### src/rtl/gpo_route_pkg.sv
// Shared types and default timing for the GPO line-matrix route sequencer.
package gpo_route_pkg;

  localparam int unsigned DEF_NUM_ENTRIES  = 16;
  localparam int unsigned DEF_SEL_W        = 4;
  localparam int unsigned DEF_RST_CYCLES   = 8;
  localparam int unsigned DEF_SETUP_CYCLES = 2;
  localparam int unsigned DEF_PULSE_CYCLES = 4;

  // Legacy state encodings, kept so existing scripts/waveform filters still match.
  localparam logic [2:0] ST_IDLE   = 3'd0;
  localparam logic [2:0] ST_RESET  = 3'd1;
  localparam logic [2:0] ST_SETUP  = 3'd2;
  localparam logic [2:0] ST_CLK_HI = 3'd3;
  localparam logic [2:0] ST_CLK_LO = 3'd4;
  localparam logic [2:0] ST_DONE   = 3'd5;

  typedef enum logic [2:0] {
    IDLE   = ST_IDLE,
    RESET  = ST_RESET,
    SETUP  = ST_SETUP,
    CLK_HI = ST_CLK_HI,
    CLK_LO = ST_CLK_LO,
    DONE   = ST_DONE
  } state_e;

  // One route: input select in the upper half, output select in the lower half.
  typedef struct packed {
    logic [DEF_SEL_W-1:0] in_sel;
    logic [DEF_SEL_W-1:0] out_sel;
  } route_entry_t;

  function automatic int unsigned max3(input int unsigned a, input int unsigned b,
                                       input int unsigned c);
    int unsigned m;
    m = (a > b) ? a : b;
    return (m > c) ? m : c;
  endfunction

endpackage

### src/rtl/gpo_route_timer.sv
// Loadable down-counter with zero flag; one instance times every sequencer phase.
module gpo_route_timer
  import gpo_route_pkg::*;
#(
  parameter int unsigned W = 3
) (
  input  logic         clk_i,
  input  logic         rst_i,
  input  logic         load_i,
  input  logic [W-1:0] load_val_i,
  output logic         zero_o
);

  logic [W-1:0] cnt_q;

  // Load on phase entry, otherwise count down and park at zero.
  always_ff @(posedge clk_i or posedge rst_i) begin
    if (rst_i) begin
      cnt_q <= '0;
    end else if (load_i) begin
      cnt_q <= load_val_i;
    end else if (cnt_q != '0) begin
      cnt_q <= cnt_q - 1'b1;
    end
  end

  assign zero_o = (cnt_q == '0);

endmodule

### src/rtl/gpo_route_sequencer.sv
// Route-table loader for the accessory GPO line matrix: pulses matrix reset,
// then clocks each {in_sel, out_sel} entry in with fixed setup/pulse timing.
// Optional table readback port: define GPO_ROUTE_READBACK_EN.
module gpo_route_sequencer
  import gpo_route_pkg::*;
#(
  parameter int unsigned NUM_ENTRIES  = DEF_NUM_ENTRIES,
  parameter int unsigned SEL_W        = DEF_SEL_W,
  parameter int unsigned RST_CYCLES   = DEF_RST_CYCLES,
  parameter int unsigned SETUP_CYCLES = DEF_SETUP_CYCLES,
  parameter int unsigned PULSE_CYCLES = DEF_PULSE_CYCLES
) (
  input  logic                               sys_clk,
  input  logic                               rst,
  input  logic                               start,
  input  logic [$clog2(NUM_ENTRIES+1)-1:0]   num_entries,
  input  logic                               wr_en,
  input  logic [$clog2(NUM_ENTRIES)-1:0]     wr_addr,
  input  logic [2*SEL_W-1:0]                 wr_data,
  output logic                               line_clk,
  output logic                               line_rstn,
  output logic [SEL_W-1:0]                   line_in_sel,
  output logic [SEL_W-1:0]                   line_out_sel,
  output logic                               busy,
  output logic                               done,
  output logic                               wr_err
`ifdef GPO_ROUTE_READBACK_EN
  ,
  input  logic [$clog2(NUM_ENTRIES)-1:0]     rd_addr,
  output logic [2*SEL_W-1:0]                 rd_data
`endif
);

  localparam int unsigned AW   = $clog2(NUM_ENTRIES);
  localparam int unsigned CW   = $clog2(NUM_ENTRIES + 1);
  localparam int unsigned MAXC = max3(RST_CYCLES, SETUP_CYCLES, PULSE_CYCLES);
  localparam int unsigned TW   = $clog2(MAXC + 1);

  state_e               state_q, state_d;
  logic [CW-1:0]        cnt_q, cnt_d;
  logic [CW-1:0]        idx_q, idx_d;
  logic [2*SEL_W-1:0]   sel_q, sel_d;
  logic                 rstn_q, rstn_d;
  logic                 wr_err_q;
  logic [2*SEL_W-1:0]   tbl_q [NUM_ENTRIES];
  logic [2*SEL_W-1:0]   cur_entry;
  logic [CW-1:0]        clamped;
  logic                 tmr_load, tmr_zero;
  logic [TW-1:0]        tmr_val;

  assign clamped   = (num_entries > CW'(NUM_ENTRIES)) ? CW'(NUM_ENTRIES) : num_entries;
  assign cur_entry = tbl_q[idx_q[AW-1:0]];

  gpo_route_timer #(.W(TW)) u_timer (
    .clk_i      (sys_clk),
    .rst_i      (rst),
    .load_i     (tmr_load),
    .load_val_i (tmr_val),
    .zero_o     (tmr_zero)
  );

  // Phase sequencing; the timer is reloaded on every state entry.
  always_comb begin
    state_d  = state_q;
    cnt_d    = cnt_q;
    idx_d    = idx_q;
    rstn_d   = rstn_q;
    sel_d    = sel_q;
    tmr_load = 1'b0;
    tmr_val  = '0;
    case (state_q)
      IDLE: begin
        if (start) begin
          state_d  = RESET;
          cnt_d    = clamped;
          rstn_d   = 1'b0;
          tmr_load = 1'b1;
          tmr_val  = TW'(RST_CYCLES - 1);
        end
      end
      RESET: begin
        if (tmr_zero) begin
          if (cnt_q == '0) begin
            state_d = DONE;
          end else begin
            state_d  = SETUP;
            idx_d    = '0;
            rstn_d   = 1'b1;
            tmr_load = 1'b1;
            tmr_val  = TW'(SETUP_CYCLES - 1);
          end
        end
      end
      SETUP: begin
        // Capture the entry so the selects hold through both clock phases.
        sel_d = cur_entry;
        if (tmr_zero) begin
          state_d  = CLK_HI;
          tmr_load = 1'b1;
          tmr_val  = TW'(PULSE_CYCLES - 1);
        end
      end
      CLK_HI: begin
        if (tmr_zero) begin
          state_d  = CLK_LO;
          tmr_load = 1'b1;
          tmr_val  = TW'(PULSE_CYCLES - 1);
        end
      end
      CLK_LO: begin
        if (tmr_zero) begin
          if ((idx_q + CW'(1)) < cnt_q) begin
            state_d  = SETUP;
            idx_d    = idx_q + CW'(1);
            tmr_load = 1'b1;
            tmr_val  = TW'(SETUP_CYCLES - 1);
          end else begin
            state_d = DONE;
          end
        end
      end
      DONE:    state_d = IDLE;
      default: state_d = IDLE;
    endcase
  end

  // Sequencer state registers.
  always_ff @(posedge sys_clk or posedge rst) begin
    if (rst) begin
      state_q <= IDLE;
      cnt_q   <= '0;
      idx_q   <= '0;
      rstn_q  <= 1'b0;
      sel_q   <= '0;
    end else begin
      state_q <= state_d;
      cnt_q   <= cnt_d;
      idx_q   <= idx_d;
      rstn_q  <= rstn_d;
      sel_q   <= sel_d;
    end
  end

  // Route table: writable only in IDLE, any other write is flagged.
  always_ff @(posedge sys_clk or posedge rst) begin
    if (rst) begin
      for (int unsigned i = 0; i < NUM_ENTRIES; i++) tbl_q[i] <= '0;
      wr_err_q <= 1'b0;
    end else begin
      wr_err_q <= wr_en && (state_q != IDLE);
      if (wr_en && (state_q == IDLE) && (32'(wr_addr) < NUM_ENTRIES)) begin
        tbl_q[wr_addr] <= wr_data;
      end
    end
  end

`ifdef GPO_ROUTE_READBACK_EN
  logic [2*SEL_W-1:0] rd_data_q;

  // Registered table read, usable while a load is in progress.
  always_ff @(posedge sys_clk or posedge rst) begin
    if (rst) begin
      rd_data_q <= '0;
    end else begin
      rd_data_q <= tbl_q[rd_addr];
    end
  end

  assign rd_data = rd_data_q;
`endif

  // During SETUP the selects come straight from the table; afterwards they hold.
  assign {line_in_sel, line_out_sel} = (state_q == SETUP) ? cur_entry : sel_q;
  assign line_clk  = (state_q == CLK_HI);
  assign line_rstn = rstn_q;
  assign busy      = (state_q == RESET) || (state_q == SETUP) ||
                     (state_q == CLK_HI) || (state_q == CLK_LO);
  assign done      = (state_q == DONE);
  assign wr_err    = wr_err_q;

endmodule

### config.mk
export PLATFORM = sky130hd
export DESIGN_NAME = gpo_route_sequencer
export DESIGN_NICKNAME = d
export VERILOG_FILES = /design/src/rtl/gpo_route_pkg.sv /design/src/rtl/gpo_route_timer.sv /design/src/rtl/gpo_route_sequencer.sv
export SDC_FILE = /design/constraint.sdc
export NUM_CORES = 1
export LEC_CHECK = 0
export ABC_AREA = 1
export CAP_MARGIN = 20
export CORE_UTILIZATION = 50
export DETAILED_ROUTE_END_ITERATION = 6
export PLACE_DENSITY = 0.68
export REMOVE_ABC_BUFFERS = 1
export SLEW_MARGIN = 40
export SYNTH_ARGS = -nofsm -noshare
export SYNTH_HDL_FRONTEND = slang
export SYNTH_SLANG_ARGS = --single-unit
### constraint.sdc
create_clock -name sys_clk -period 8.8 [get_ports sys_clk]
set_input_delay 1.76 -clock sys_clk [delete_from_list [all_inputs] [get_ports sys_clk]]
set_output_delay 1.76 -clock sys_clk [all_outputs]
set_load 0.01 [all_outputs]
==> flow_summary.json <==
{
  "final_layout_size_suffix_gt1_share_pct": 10.12,
  "ioPinCount": 34,
  "dp_hpwl_mm": 12.83,
  "avgSynthCellArea_um2": 8.152,
  "clkPwrFrac_pct": 25.2,
  "tritoncts": "done",
  "cts_buffers": 17,
  "status": "completed",
  "netlist_area_mm2": 0.007606,
  "setup_tns_ps": 0,
  "final_common_cell": "nand2_1",
  "crit_path_top_delay_cell": "buf_4",
  "synth_cell_types": 33,
  "design.core.area_mm2": 0.01470,
  "slew-limit-headroom_pct": 45.19,
  "cts_hold_buf": 0,
  "synth.largest_area_cell": "dfrtp_1",
  "postCtsSetupBuffers": 0,
  "num_vias": 6236,
  "via_per_inst": 5.413,
  "fmaxAchievable_mhz": 204.7,
  "area_growth_pct": 13.32,
  "criticalPathCategory": "reg2out",
  "ir_drop_uv": 173.7,
  "maxCapViolations": 0,
  "rows": 44,
  "yosysWarnings": 0,
  "syn_inst": 933,
  "p_sw_uw": 982.2,
  "cp_data_required_time_ps": 7040,
  "fin_worst_skew_ps": 8.285,
  "wire_per_inst_um": 16.97,
  "synth_top_cell_area_share_pct": 51.00,
  "rsz0062_at_grt": "no",
  "postPlaceCellArea_mm2": 0.008060,
  "seq_power_share_pct": 43.0,
  "numPortBuffers": 33,
  "seq_area_frac_synth_pct": 51.00,
  "period_needed_ps": 4886,
  "power_density_mw_per_mm2": 324.8,
  "maxSlewViolCount": 0,
  "p_int_mw": 1.817,
  "root_buffer": "clkbuf_16",
  "cp-end-kind": "output port",
  "ant_nets": 0,
  "nets": 982,
  "track_usage_pct": 27.06,
  "startpoint_type": "flop",
  "die_w_um": 125.3,
  "arrival_ps": 3130,
  "first_pass_iters": 7,
  "netlist_top_cells_area": "dfrtp_1 51%, nand2_1 13%, o21ai_1 4.7%, a21oi_1 4.3%, inv_1 4.2%",
  "ys_ff_latch": 155,
  "finalHoldViolCount": 0,
  "drt_wl_total_mm": 19.55,
  "layout.cells.most_common_list": "255 x nand2_1, 154 x dfrtp_1, 85 x inv_1",
  "filler_cell_count": 1356,
  "place.gp.congestion": 0.8114,
  "path_clk_slew_ps": 60,
  "p_comb_share_pct": 31.8,
  "htree_num_levels": 4,
  "cp_slowest_stage_delay_ps": 610,
  "start_util_pct": 51.74,
  "num_antenna_cells": 0,
  "clock_path_buffers": 2,
  "leakagePower_nw": 4.106,
  "post_cts_resized": 0,
  "tightest_slew_ps": 822.1,
  "fp.dieH_um": 125.3,
  "drt_iter0_drc": 548,
  "post-route-period-util_pct": 55.52,
  "grt_overflow_total": 0,
  "clk_latency_ps": 440,
  "grt_max_degree": 81,
  "first_global_vias": 5997,
  "cts_sinks": 155,
  "path_max_fanout": 80,
  "antenna_found_initial": 0,
  "cp_cell_sequence": "buf_4, inv_4, o21a_1, o211ai_1, nand3_1, nand2_1, clkdlybuf4s50_1",
  "min_path_type": "reg2reg",
  "final_area_mm2": 0.008620,
  "grt_pass1_wl_mm": 32.42,
  "p_sw_share_pct": 35.09,
  "setup_viol": 0,
  "drcViolationCount": 0,
  "dieArea_mm2": 0.01571
}
[path summary, 6_finish.rpt]
kind | from | end | slack [ps] | depth (start not counted)
worst max-delay path | idx_q[0] | line_in_sel[3] | 3910 | 7
worst min-delay path | sel_q[4] | sel_q[4] | 480 | 2
worst max register to register | idx_q[0] | state_q[2] | 5600 | 13
worst min register to register | sel_q[4] | sel_q[4] | 480 | 2
max in group asynchronous | rst | wr_err | 5810 | 3
min in group asynchronous | rst | tbl_q[13] | 1830 | 2
[state kept, by name (all words and copies together) (netlist names)]
| signal | cells |
|---|---|
| cnt_q | 5 |
| idx_q | 5 |
| line_rstn | 1 |
| sel_q | 8 |
| state_q | 3 |
| tbl_q | 128 |
| u_timer.cnt_q | 4 |
| wr_err | 1 |
[final cells by class]
cell class / count / area [um^2] / share of cell area, %
multi-input combinational: 640 / 3158 / 36.64
inverter: 97 / 371.6 / 4.311
sequential: 155 / 3880 / 45.01
tap: 184 / 230.2 / 2.671
timing repair buffer: 44 / 420.4 / 4.877
clock buffer: 18 / 429.2 / 4.979
clock inverter: 14 / 130.1 / 1.510
[cell families after synthesis]
group           synth area share, %
fa+ha+maj                    0.9870
xor+xnor                     0.5757
flops                         51.00
simple gates                  23.31
buf+inv                       7.518
compound gates                16.61
[power by group through the flow]
stage | clock [mW] | sequential, mW | combinational, mW
2_1_floorplan | 0 | 1.18 | 0.629
3_3_place_gp | 0 | 1.20 | 0.863
3_5_place_dp | 0 | 1.21 | 0.888
4_1_cts | 0.712 | 1.20 | 0.893
5_1_grt | 0.744 | 1.24 | 1.02
6_report | 0.705 | 1.20 | 0.890
[synthesized netlist by cell type (all sizes together)]
cell type  instances
o22ai              4
nor4               6
o21ai            136
o211ai             8
o21bai             1
buf               19
nor3               5
nand4              3
o21a              10
nand3             47
clkbuf            22
nor2              84
ha                 6
dfrtp            155
nand2            260
inv               92
a21oi             65
xor2               5
clkinv             5
[stage by stage]
| step | instances | util [%] | hold WS [ps] | setup slack (ps) | total power [mW] |
|---|---|---|---|---|---|
| 2_1_floorplan | 892 | - | 449.6 | 2862 | 1.807 |
| 3_3_place_gp | 1114 | 54.44 | 459.5 | 4183 | 2.067 |
| 3_5_place_dp | 1120 | 54.83 | 463.8 | 4366 | 2.095 |
| 4_1_cts | 1152 | 58.64 | 479.0 | 3894 | 2.807 |
| 5_1_grt | 1152 | 58.64 | 490.2 | 3704 | 3.005 |
| 6_report | 1152 | 58.64 | 478.1 | 3914 | 2.799 |
[worst max-delay path: cells and delay by family, from the launching register on]
kind	cells	cell delay [ps]
buf+inv	3	1580
compound gates	2	440
flops	1	330
simple gates	2	300
[per-layer routing]
| layer | vias to the layer above | share of wire [%] | track usage (%) |
|---|---|---|---|
| met4 | 0 | 2.5 | 11.12 |
| met5 | - | 0 | 0 |
| met3 | 42 | 5.1 | 4.835 |
| met1 | 2949 | 47 | 38.65 |
| li1 | 3067 | - | - |
| met2 | 178 | 46 | 40.81 |
Power figures use the tool's default switching activity.
==> patch 1: new RTL, config.mk and constraints unchanged <==
The output `wr_err` loses its register stage (`wr_err_q` becomes a continuous assignment).
--- a/src/rtl/gpo_route_sequencer.sv
+++ b/src/rtl/gpo_route_sequencer.sv
@@ -145,14 +145,14 @@
   always_ff @(posedge sys_clk or posedge rst) begin
     if (rst) begin
       for (int unsigned i = 0; i < NUM_ENTRIES; i++) tbl_q[i] <= '0;
-      wr_err_q <= 1'b0;
     end else begin
-      wr_err_q <= wr_en && (state_q != IDLE);
       if (wr_en && (state_q == IDLE) && (32'(wr_addr) < NUM_ENTRIES)) begin
         tbl_q[wr_addr] <= wr_data;
       end
     end
   end
+
+  assign wr_err_q = wr_en && (state_q != IDLE);
 
 `ifdef GPO_ROUTE_READBACK_EN
   logic [2*SEL_W-1:0] rd_data_q;
Behaviour: not the same (a bounded check fails within 4 cycles, from zero or initial values and one cycle with rst high).
==> patch 1 against the original RTL <==
Clock power rose by 7.8%; wire length decreased by 9.5%; cell area shrank 1.7%; clock skew about the same; total power rose by 4.5%; sequential cell count down 1; via count decreased by 3.8%; worst setup slack worse by 0.26 ns; synthesized cell count did not move; synthesized area is 2.2% lower; critical path type unchanged; largest cell class unchanged; highest routed layer unchanged.
==> patch 1: results (changes against the original RTL) <==
[run_status]
outcome=complete, no violations

[layout]
area_share_nonclk_buffers=0.0452  ; -0.00357
seq_cell_count=154  ; -0.65%
clkCellAreaFrac=0.0725  ; +0.00764
multi_input_area_um2=3030  ; -4.0%
fillers=1358  ; +0.15%
regArea_um2=3850  ; -0.64%
diodes=0  ; unchanged
inverters=93  ; -4.1%
nets=977  ; -0.51%
signal_buffers=39  ; -11%
drive_gt1_frac=0.0644  ; -0.0369
clock_buffers=23  ; +5
multi_input_gates=645  ; +0.78%

[placed_design]
dp_hpwl_mm=11.4  ; -11%
io_buffers=33  ; unchanged
gp_congestion=0.791  ; -2.5%

[routing]
drt-total-wl_mm=17.7  ; -9.5%
vias=6002  ; -3.8%
firstDrtPassIters=6  ; -1
drtIter0Drc=570  ; +4.0%
wl_met3_um=839  ; -16%
wl_met1_mm=8.66  ; -5.4%
met2_length_mm=8.01  ; -9.9%

[grt]
grt_first_pass_wirelength_mm=29.0  ; -10%
use_met1=0.358  ; -0.0288
use_met3=0.0458  ; -0.00257
grt_pass1_vias=5641  ; -5.9%
use_met2=0.400  ; -0.00850
grt_max_degree=90  ; +11%
grt_use_total=0.254  ; -0.0167

[synthesis]
netlist_top_cells_area=dfrtp_1 52%, nand2_1 12%, o21ai_0 7.3%, a21oi_1 6.1%, nor2_1 5.1%
ys_types=33  ; unchanged
yosysSeqAreaShare=0.518  ; +0.00796
ys_top_cells_by_count=239 x nand2_1, 154 x dfrtp_1, 108 x o21ai_0

[power_and_ir_drop]
cellLeakagePower_nw=4.02  ; -2.1%
vdd_drop_max_v=0.000171  ; -1.8%
intPower_w=0.00188  ; +3.5%

[cts]
cts_root_buf=clkbuf_16
htreeDepth=4  ; unchanged
cts_setup_buffers=0  ; unchanged
ctsLongestPathBuffers=2  ; unchanged
clkTransAtPathRegs_ns=0.06  ; about the same

[timing]
clock-skew-final_ns=0.00850  ; +0.000212 ns
worst_pin_slew_ns=0.776  ; -0.0457 ns

[critical_path]
critPathMaxStageDelay_ns=0.75  ; +0.14 ns
cp.arrival_ns=3.39  ; +0.26 ns
crit_fanout=89  ; +11%
worstRegToRegCells=14  ; +1
critPathSlowestCell=clkinv_2

[min_path]
holdPathStages=2  ; unchanged

patch 1: cell types whose count changed in the layout (fill, tap and decap cells not counted), moves of 4 or more:
cell and change:
nor2_4 +6, nand2_1 -16, o21ai_1 -63, o21a_1 -7, a21oi_1 +26, nor2_1 +27
nor2_2 -5, buf_4 -5, o21ai_2 -24, o21ai_0 +67, clkinv_2 -6, inv_1 -4
patch 1: path summary, 6_finish.rpt:
path,slack [ns],to,from
max in group asynchronous,5.88,idx_q[0],rst
min reg2reg,0.47,sel_q[5],sel_q[5]
min,0.47,sel_q[5],sel_q[5]
max reg2reg,5.18,idx_q[3],idx_q[0]
min in group asynchronous,1.80,tbl_q[97],rst
max,3.65,line_out_sel[2],idx_q[0]
patch 1: kinds of logic after synthesis:
group	Yosys count	synth area share
and+or+nand+nor	410	0.235
AOI/OAI and AO/OA	224	0.156
DFF	154	0.518
buffers and inverters	134	0.0748
adders and majority gates	6	0.0101
xor gates and xnor gates	5	0.00589
patch 1: metrics by stage:
stage               worst slack (ns)  std cells  hold slack, ns  instance area [um^2]  total power, W
global route                    3.36       1147           0.499                  8470         0.00316
global placement                4.05       1112           0.461                  7820         0.00214
detailed placement              4.04       1113           0.464                  7840         0.00217
floorplan                       2.89        892           0.448                  7230         0.00185
finish                          3.65       1147           0.474                  8470         0.00293
CTS                             3.83       1145           0.480                  8450         0.00294
patch 1: power by group through the flow:
stage | logic [W] | registers [W] | clock network (W)
floorplan | 0.000661 | 0.00119 | 0
global placement | 0.000946 | 0.00119 | 0
detailed placement | 0.000968 | 0.00120 | 0
CTS | 0.000975 | 0.00119 | 0.000769
global route | 0.00112 | 0.00123 | 0.000800
finish | 0.000972 | 0.00119 | 0.000760
==> patch 2: new RTL, config.mk and constraints unchanged <==
Made on the original files. The package constant `DEF_RST_CYCLES` goes from 8 to 4.
--- a/src/rtl/gpo_route_pkg.sv
+++ b/src/rtl/gpo_route_pkg.sv
@@ -3,7 +3,7 @@
 
   localparam int unsigned DEF_NUM_ENTRIES  = 16;
   localparam int unsigned DEF_SEL_W        = 4;
-  localparam int unsigned DEF_RST_CYCLES   = 8;
+  localparam int unsigned DEF_RST_CYCLES   = 4;
   localparam int unsigned DEF_SETUP_CYCLES = 2;
   localparam int unsigned DEF_PULSE_CYCLES = 4;
 
Formal check against the unedited RTL: not equivalent (Yosys sat finds a counterexample within 10 cycles, from zero or initial values and one cycle with rst high).
==> patch 2 against the original RTL <==
Via count decreased by 0.88%; first-iteration DRC count decreased by 13%; wire length decreased by 3.8%; total power increased by 3.3%; synthesized area decreased by 3.2%; sequential cell count decreased by 1; global-route usage increased by 0.63 points; worst setup slack got worse by 0.39 ns; register-to-register slack improved by 0.12 ns; die area decreased by 3.1%; cell area decreased by 2.7%; critical endpoint is now line_in_sel[1]; highest routed layer unchanged.
==> patch 2: results (changes against the original RTL) <==
[run_status]
outcome=complete, no violations

[placed_design]
io_buffers=33  ; unchanged
dpl_cell_area_um2=7770  ; -3.5%
gp_congestion=0.856  ; +5.5%
dp_hpwl_mm=12.0  ; -6.2%
placed_cells=1105  ; -1.3%

[power_and_ir_drop]
cellLeakagePower_nw=4.04  ; -1.6%
intPower_w=0.00186  ; +2.2%
sw_frac_of_total=0.358  ; +0.00730
comb_cell_power_w=0.000936  ; +5.2%

[min_path]
hp-start=sel_q[2]
min_to=sel_q[2]

[timing]
clock-skew-final_ns=0.00528  ; -0.00300 ns
hold_ws_ns=0.475  ; -0.00347 ns
max-slew-margin-rel=0.461  ; +0.00925

[synthesis]
avgSynthCellArea_um2=7.88  ; -3.4%
netlist_top_cells_area=dfrtp_1 52%, nand2_1 14%, a21oi_1 8.4%, nand3_1 5.9%, nor2_1 5.9%
synth_compound_area_frac=0.116  ; -0.0505
yosysSeqAreaShare=0.523  ; +0.0132
ys_types=27  ; -18%
synth_xor_area_frac=0.00357  ; -0.00219
synthAdderAreaFrac=0.0119  ; +0.00202
ys_top_cells_by_count=275 x nand2_1, 154 x dfrtp_1, 123 x a21oi_1

[routing]
avgRoutedWirePerCell_um=16.6  ; -2.4%
drt-total-wl_mm=18.8  ; -3.8%
drtIter0Drc=478  ; -13%
met2_length_mm=8.98  ; +0.98%
vias=6181  ; -0.88%
wl_met3_um=982  ; -2.1%
wl_met1_mm=8.43  ; -8.0%
firstDrtPassIters=5  ; -2

[grt]
use_met1=0.369  ; -0.0173
grt_pass1_vias=5914  ; -1.4%
use_met3=0.0627  ; +0.0144
grt_use_total=0.277  ; +0.00630

[layout]
clkCellAreaFrac=0.0718  ; +0.00690
nets=972  ; -1.0%
regArea_um2=3850  ; -0.64%
final_util=0.592  ; +0.00605
multi_input_gates=682  ; +6.6%
inverters=51  ; -47%
drive_gt1_frac=0.0617  ; -0.0395
multi_input_area_share=0.371  ; +0.00496
area_share_nonclk_buffers=0.0467  ; -0.00206
clock_buffers=19  ; +1
seq_cell_count=154  ; -0.65%

[critical_path]
worstRegToRegCells=14  ; +1
cp.arrival_ns=3.52  ; +0.39 ns
critPathMaxStageDelay_ns=0.71  ; +0.10 ns
r2r-end=idx_q[0]
crit_fanout=17  ; -79%
crit_start=idx_q[2]

[cts]
cts_setup_buffers=0  ; unchanged

[floorplanning]
taps=180  ; -2.2%

patch 2: changes by cell type after synthesis, sizes merged, moves of 2 or more:
| cell | unedited run | this run |
|---|---|---|
| a21oi | 65 | 125 |
| buf | 19 | 27 |
| clkinv | 5 | 2 |
| inv | 92 | 49 |
| nand2 | 260 | 276 |
| nand3 | 47 | 87 |
| nand3b | 0 | 7 |
| nor2 | 84 | 127 |
| nor4 | 6 | 0 |
| o211ai | 8 | 0 |
| o21a | 10 | 0 |
| o21ai | 136 | 41 |
| o22ai | 4 | 1 |
| xor2 | 5 | 3 |
patch 2: cells by family (layout without fill, tap and decap cells):
group | after synthesis | count (layout)
AO/OA/AOI/OAI | 168 | 168
XOR/XNOR | 3 | 3
adder cells (fa/ha/maj) | 7 | 7
buffers and inverters | 99 | 120
flip-flops | 154 | 154
AND/OR/NAND/NOR | 504 | 504
